<file path="src/rtl/seg_scan_sched_if.sv">
// rtl/seg_scan_sched_if.sv - digit source / display pin bundle for seg_scan_sched
interface seg_scan_sched_if;
  logic [31:0] digits_flat;
  logic [7:0]  digit_en;
  logic [7:0]  dp_in;
  logic [3:0]  brightness;
  logic [6:0]  Seg;
  logic        DP;
  logic [7:0]  AN;
  logic        frame_tick;

  modport master (
    output digits_flat, digit_en, dp_in, brightness,
    input  Seg, DP, AN, frame_tick
  );

  modport slave (
    input  digits_flat, digit_en, dp_in, brightness,
    output Seg, DP, AN, frame_tick
  );
endinterface

</file>
<file path="src/rtl/seg_scan_sched.sv">
// rtl/seg_scan_sched.sv - 8-digit seven-segment scan scheduler with blanking and PWM
module seg_scan_sched #(
  parameter int SCAN_DIV     = 100000,
  parameter int BLANK_CYCLES = 1000,
  parameter int NUM_DIGITS   = 8
) (
  input  logic              i_clk,
  input  logic              i_reset,
  seg_scan_sched_if.slave   bus
);
  localparam int CW = (SCAN_DIV > 2) ? $clog2(SCAN_DIV) : 1;
  localparam logic [CW-1:0] SLOT_LAST = CW'(SCAN_DIV - 1);
  localparam logic [CW-1:0] BLANK_END = CW'(BLANK_CYCLES);
  localparam logic [2:0]    IDX_LAST  = 3'(NUM_DIGITS - 1);

  localparam logic [0:0] ST_BLANK = 1'b0;
  localparam logic [0:0] ST_ON    = 1'b1;
  localparam logic [0:0] ST_INIT  = (BLANK_CYCLES == 0) ? ST_ON : ST_BLANK;

  logic [2:0]    r_idx;
  logic [CW-1:0] r_slot_cnt;
  logic [3:0]    r_pwm_cnt;
  logic [0:0]    r_state;
  logic [3:0]    r_val_snap;
  logic          r_en_snap;
  logic          r_dp_snap;
  logic [3:0]    r_bright_snap;
  logic [7:0]    r_an;
  logic [6:0]    r_seg;
  logic          r_dp;
  logic          r_frame_tick;

  logic          w_slot_wrap;
  logic          w_slot_start;
  logic [CW-1:0] w_slot_nxt;
  logic [0:0]    w_state_nxt;
  logic [3:0]    w_pwm_nxt;
  logic [3:0]    w_val_live;
  logic [3:0]    w_val_eff;
  logic          w_en_eff;
  logic          w_dp_eff;
  logic [3:0]    w_bright_eff;
  logic          w_drive;
  logic [6:0]    w_seg_dec;

  assign w_slot_wrap  = (r_slot_cnt == SLOT_LAST);
  assign w_slot_start = (r_slot_cnt == '0);
  assign w_slot_nxt   = w_slot_wrap ? '0 : r_slot_cnt + 1'b1;
  assign w_state_nxt  = (w_slot_nxt < BLANK_END) ? ST_BLANK : ST_ON;
  assign w_pwm_nxt    = (w_slot_nxt == BLANK_END) ? 4'd0 :
                        (r_state == ST_ON) ? r_pwm_cnt + 4'd1 : r_pwm_cnt;

  // The slot-start cycle uses the live inputs so a zero-length blank still lights correctly.
  assign w_val_live   = bus.digits_flat[{r_idx, 2'b00} +: 4];
  assign w_val_eff    = w_slot_start ? w_val_live          : r_val_snap;
  assign w_en_eff     = w_slot_start ? bus.digit_en[r_idx] : r_en_snap;
  assign w_dp_eff     = w_slot_start ? bus.dp_in[r_idx]    : r_dp_snap;
  assign w_bright_eff = w_slot_start ? bus.brightness      : r_bright_snap;

  assign w_drive = (r_state == ST_ON) && w_en_eff && (r_pwm_cnt < w_bright_eff);

  always_comb begin
    w_seg_dec = 7'h7F;
    case (w_val_eff)
      4'h0: w_seg_dec = 7'h40;
      4'h1: w_seg_dec = 7'h79;
      4'h2: w_seg_dec = 7'h24;
      4'h3: w_seg_dec = 7'h30;
      4'h4: w_seg_dec = 7'h19;
      4'h5: w_seg_dec = 7'h12;
      4'h6: w_seg_dec = 7'h02;
      4'h7: w_seg_dec = 7'h78;
      4'h8: w_seg_dec = 7'h00;
      4'h9: w_seg_dec = 7'h10;
      4'hA: w_seg_dec = 7'h08;
      4'hB: w_seg_dec = 7'h03;
      4'hC: w_seg_dec = 7'h46;
      4'hD: w_seg_dec = 7'h21;
      4'hE: w_seg_dec = 7'h06;
      4'hF: w_seg_dec = 7'h0E;
      default: w_seg_dec = 7'h7F;
    endcase
  end

  always_ff @(posedge i_clk or posedge i_reset) begin
    if (i_reset) begin
      r_idx      <= 3'd0;
      r_slot_cnt <= '0;
      r_pwm_cnt  <= 4'd0;
      r_state    <= ST_INIT;
    end else begin
      r_slot_cnt <= w_slot_nxt;
      r_state    <= w_state_nxt;
      r_pwm_cnt  <= w_pwm_nxt;
      if (w_slot_wrap) begin
        r_idx <= (r_idx == IDX_LAST) ? 3'd0 : r_idx + 3'd1;
      end
    end
  end

  always_ff @(posedge i_clk or posedge i_reset) begin
    if (i_reset) begin
      r_val_snap    <= 4'd0;
      r_en_snap     <= 1'b0;
      r_dp_snap     <= 1'b0;
      r_bright_snap <= 4'd0;
    end else if (w_slot_start) begin
      r_val_snap    <= w_val_live;
      r_en_snap     <= bus.digit_en[r_idx];
      r_dp_snap     <= bus.dp_in[r_idx];
      r_bright_snap <= bus.brightness;
    end
  end

  // Seg and DP blank together with AN so no stale pattern ghosts across slots.
  always_ff @(posedge i_clk or posedge i_reset) begin
    if (i_reset) begin
      r_an         <= 8'hFF;
      r_seg        <= 7'h7F;
      r_dp         <= 1'b1;
      r_frame_tick <= 1'b0;
    end else begin
      r_an         <= w_drive ? ~(8'd1 << r_idx) : 8'hFF;
      r_seg        <= w_drive ? w_seg_dec : 7'h7F;
      r_dp         <= w_drive ? ~w_dp_eff : 1'b1;
      r_frame_tick <= w_slot_wrap && (r_idx == IDX_LAST);
    end
  end

  assign bus.AN         = r_an;
  assign bus.Seg        = r_seg;
  assign bus.DP         = r_dp;
  assign bus.frame_tick = r_frame_tick;
endmodule

</file>
<file path="src/flat_wrapper.sv">
// flat-port wrapper written by rule: the top's interface ports become plain ports
module seg_scan_sched_flat 
#(
  parameter int SCAN_DIV     = 100000,
  parameter int BLANK_CYCLES = 1000,
  parameter int NUM_DIGITS   = 8
)
  (i_clk, i_reset, bus_digits_flat, bus_digit_en, bus_dp_in, bus_brightness, bus_Seg, bus_DP, bus_AN, bus_frame_tick);
  seg_scan_sched_if bus_i ();
  input  logic i_clk;
  input  logic i_reset;
  input wire logic [$bits(bus_i.digits_flat)-1:0] bus_digits_flat;
  input wire logic [$bits(bus_i.digit_en)-1:0] bus_digit_en;
  input wire logic [$bits(bus_i.dp_in)-1:0] bus_dp_in;
  input wire logic [$bits(bus_i.brightness)-1:0] bus_brightness;
  output wire logic [$bits(bus_i.Seg)-1:0] bus_Seg;
  output wire logic [$bits(bus_i.DP)-1:0] bus_DP;
  output wire logic [$bits(bus_i.AN)-1:0] bus_AN;
  output wire logic [$bits(bus_i.frame_tick)-1:0] bus_frame_tick;
  assign bus_i.digits_flat = bus_digits_flat;
  assign bus_i.digit_en = bus_digit_en;
  assign bus_i.dp_in = bus_dp_in;
  assign bus_i.brightness = bus_brightness;
  assign bus_Seg = bus_i.Seg;
  assign bus_DP = bus_i.DP;
  assign bus_AN = bus_i.AN;
  assign bus_frame_tick = bus_i.frame_tick;
  seg_scan_sched #(.SCAN_DIV(SCAN_DIV), .BLANK_CYCLES(BLANK_CYCLES), .NUM_DIGITS(NUM_DIGITS)) u_core (.i_clk(i_clk), .i_reset(i_reset), .bus(bus_i));
endmodule
</file>
<file path="config.mk">
export PLATFORM = sky130hd
export DESIGN_NAME = seg_scan_sched_flat
export DESIGN_NICKNAME = d
export VERILOG_FILES = /design/src/rtl/seg_scan_sched_if.sv /design/src/rtl/seg_scan_sched.sv /design/src/flat_wrapper.sv
export SDC_FILE = /design/constraint.sdc
export NUM_CORES = 1
export LEC_CHECK = 0
export BUFFER_PORTS_ARGS = -buffer_cell sky130_fd_sc_hd__buf_2
export CAP_MARGIN = 30
export CORE_UTILIZATION = 25
export CTS_CLUSTER_DIAMETER = 120
export DETAILED_ROUTE_END_ITERATION = 16
export GPL_ROUTABILITY_DRIVEN = 0
export SYNTH_ARGS = -nofsm -noshare
export SYNTH_HDL_FRONTEND = slang
export SYNTH_SLANG_ARGS = --single-unit
export TNS_END_PERCENT = 30
</file>
<file path="constraint.sdc">
create_clock -name i_clk -period 9.4 [get_ports i_clk]
set_clock_uncertainty 0.2 [all_clocks]
set_input_delay 0.47 -clock i_clk [delete_from_list [all_inputs] [get_ports i_clk]]
set_output_delay 0.47 -clock i_clk [all_outputs]
set_load 0.03 [all_outputs]
</file>
==> metrics.cfg <==
[run_status]
status=complete, no violations

[timing]
finalMaxSlewViolations=0
fin_tns_setup_ps=0
layout_min_cycle_time_ps=3500
finalSetupViolations=0
slew_headroom_pct=46.5
tightestPinTransition_ps=803
rsz0062_at_grt=false
hold_viol=0
period_share_pct=37.3
max_clock_freq_ghz=0.286

[placed_design]
place.detailed.hpwl_um=5970
io_buffers=70
placement.cell_area_um2=3810

[setup_path]
crit_top_cell=and3_1
r2r_cells=8
cp_data_arrival_time_ps=3470
r2r-end=u_core.bus.Seg[1]$_DFF_PP1_
path_buf_inv=0
path_cells=nor4_1 -> and3_1 -> nand2_1 -> mux2i_1 -> ha_1 -> a211oi_1 -> and3_1 -> o2111ai_1
critical-path-top-delay-family=simple AND/OR/NAND/NOR gates
critical_path.max_stage_delay_ps=610
worstSetupPathType=reg -> reg
start_kind=register
reg2reg_from=u_core.r_slot_cnt[3]$_DFF_PP0_
worstPathMaxFanout=16
cpMaxStageDelayCell=and3_1
cp_data_required_time_ps=9370
cp-end-kind=register
r2r_slack_ps=5900

[grt]
grt_use_total_pct=11.9
antenna_found_initial=0
grt_pass1_vias=2706
grt_first_pass_wirelength_um=13500
grt_max_degree=53
grt-ovfl-total=0

[cells_and_area]
final_cell_mix=70 x buf_2, 36 x dfrtp_1, 29 x nand2_1
layout-drive-gt1-share_pct=32.3
diodes=0
finish.instance_area_um2=3940
mostFrequentLayoutCell=buf_2
area_growth_syn_to_layout_pct=18.1
nNetsFinal=457
final_util_pct=30.8

[drt]
drtPass1Iterations=4
routed_wirelength_um=7820
vias_per_cell=4.77
drc=0
ant_nets=0
wl_per_cell_um=14.0
dr.first_iter.drc_count=181
dr_total_vias=2669

[clocking]
post-cts-setup-buffers=0
cts_hold_buf=0
path_clk_slew_ps=70
cts_tree=done
clkSinkCount=52
cts.path.max_buffers=2
h-tree-depth=2
cts_buffers=5
clk_latency_ps=290
ctsResizeCount=0
cts_root_buf=clkbuf_16

[worst_hold_path]
hold_class=in -> async

[yosys]
synth-seq-cells=52
synth.distinct_cells=60
syn_area_um2=3340
synth-edff-count=0
synth_warnings=0
postSynthNetCount=399
yosys_most_used_dff=dfrtp_1
synthCells=328
yosysSeqAreaShare_pct=39.6
async_flop_share_pct=100
syn_area_per_cell_um2=10.2

[floorplanning]
dieArea_um2=13800
die-height_um=118
start_util_pct=26.0
rows=41
die_w_um=118
fp.coreArea_um2=12800
top_level_ports=71

[pwr]
leakagePower_uw=0.00169
power_density_nw_per_um2=112
ir_worst_vdd_v=0.0000557

[job]
cap_violations=0

[area by class of cell]
type / count / area (µm²)
multi-input cells: 234 / 1820
clock inverters: 1 / 5.00
flip-flops and latches: 52 / 1320
well taps: 172 / 215
inverters: 21 / 81.3
fillers: 1364 / 8880
clock buffers: 7 / 133
repair buffers: 72 / 365
[worst max-delay path by stage]
stage	cells after the start	from	to	slack (ps)
6_report	8	u_core.r_slot_cnt[3]$_DFF_PP0_	u_core.bus.Seg[1]$_DFF_PP1_	5900
5_1_grt	12	u_core.r_idx[0]$_DFFE_PP0N_	u_core.bus.Seg[0]$_DFF_PP1_	5600
4_1_cts	10	u_core.r_slot_cnt[0]$_DFF_PP0_	u_core.bus.Seg[1]$_DFF_PP1_	5860
3_5_place_dp	10	u_core.r_slot_cnt[0]$_DFF_PP0_	u_core.bus.Seg[1]$_DFF_PP1_	5880
3_3_place_gp	10	u_core.r_slot_cnt[0]$_DFF_PP0_	u_core.bus.Seg[1]$_DFF_PP1_	5960
2_1_floorplan	14	u_core.r_slot_cnt[0]$_DFF_PP0_	u_core.bus.Seg[5]$_DFF_PP1_	6450
[report_power, final]
| group | internal [µW] | total, µW | leakage, µW | switching, µW |
|---|---|---|---|---|
| clock | 98.6 | 178 | 0.0000679 | 79.4 |
| combinational | 18.3 | 36.8 | 0.000992 | 18.6 |
| sequential | 226 | 228 | 0.000634 | 1.57 |
| total | 343 | 443 | 0.00169 | 99.5 |
[worst min-delay path, stage by stage]
cell and delay (ps):
buf_2 100, inv_2 40, buf_4 500
[synthesized netlist by cell type (all sizes together), types with 2 or more instances]
library cell	n	area share, %
or2	2	0.37
nor3	5	0.90
xnor2	5	1.3
nand4	3	0.75
o221ai	2	0.71
inv	21	2.4
and2	7	1.4
or3	5	0.94
nand3b	2	0.45
a211o	2	0.52
a211oi	5	1.1
a31oi	2	0.37
nand3	24	3.9
a21oi	6	0.90
o21ai	12	1.8
clkbuf	8	0.90
and3	5	0.94
o22ai	2	0.37
nand2	29	3.3
o211ai	5	1.3
nor4b	2	0.52
nor4	6	1.7
dfstp	16	13
ha	17	6.4
dfrtp	36	27
o2111ai	2	0.52
nor3b	2	0.45
xor2	15	3.9
nor2	25	2.8
a21o	2	0.45
mux2i	12	3.6
mux4	12	8.1
o31ai	2	0.45
mux2	2	0.79
buf	13	2.5
[logic make-up after synthesis]
| group | count (synthesis) | share of synthesized area (%) |
|---|---|---|
| compound gates | 50 | 11.2 |
| xor+xnor | 20 | 5.25 |
| simple gates | 121 | 19.3 |
| mux | 26 | 12.5 |
| buf+inv | 42 | 5.84 |
| flops | 52 | 39.6 |
| fa+ha+maj | 17 | 6.37 |
[per-stage QoR]
step	std cells	worst slack [ps]	power, µW	hold WS, ps
detailed placement	551	5880	269	251
global placement	551	5960	268	251
CTS	559	5860	449	190
global route	559	5600	461	226
floorplan	328	6450	252	234
finish	559	5900	443	138
[state kept, by name (all words and copies together), names as in the netlist]
signal                 flops
u_core.r_idx               3
u_core.bus.Seg             7
u_core.bus.AN              8
u_core.r_en_snap           1
u_core.r_bright_snap       4
u_core.r_state             1
u_core.bus.frame_tick      1
u_core.bus.DP              1
u_core.r_pwm_cnt           4
u_core.r_dp_snap           1
u_core.r_slot_cnt         17
u_core.r_val_snap          4
[metal layers]
layer | routed length [µm] | global-route usage [%] | vias up
met5 | 0 | 0 | -
met4 | 230 | 5.29 | 0
met3 | 358 | 2.62 | 21
met2 | 3570 | 18.5 | 74
met1 | 3660 | 15.9 | 1287
li1 | - | - | 1287
No activity file was read; power rests on OpenSTA's default activity.
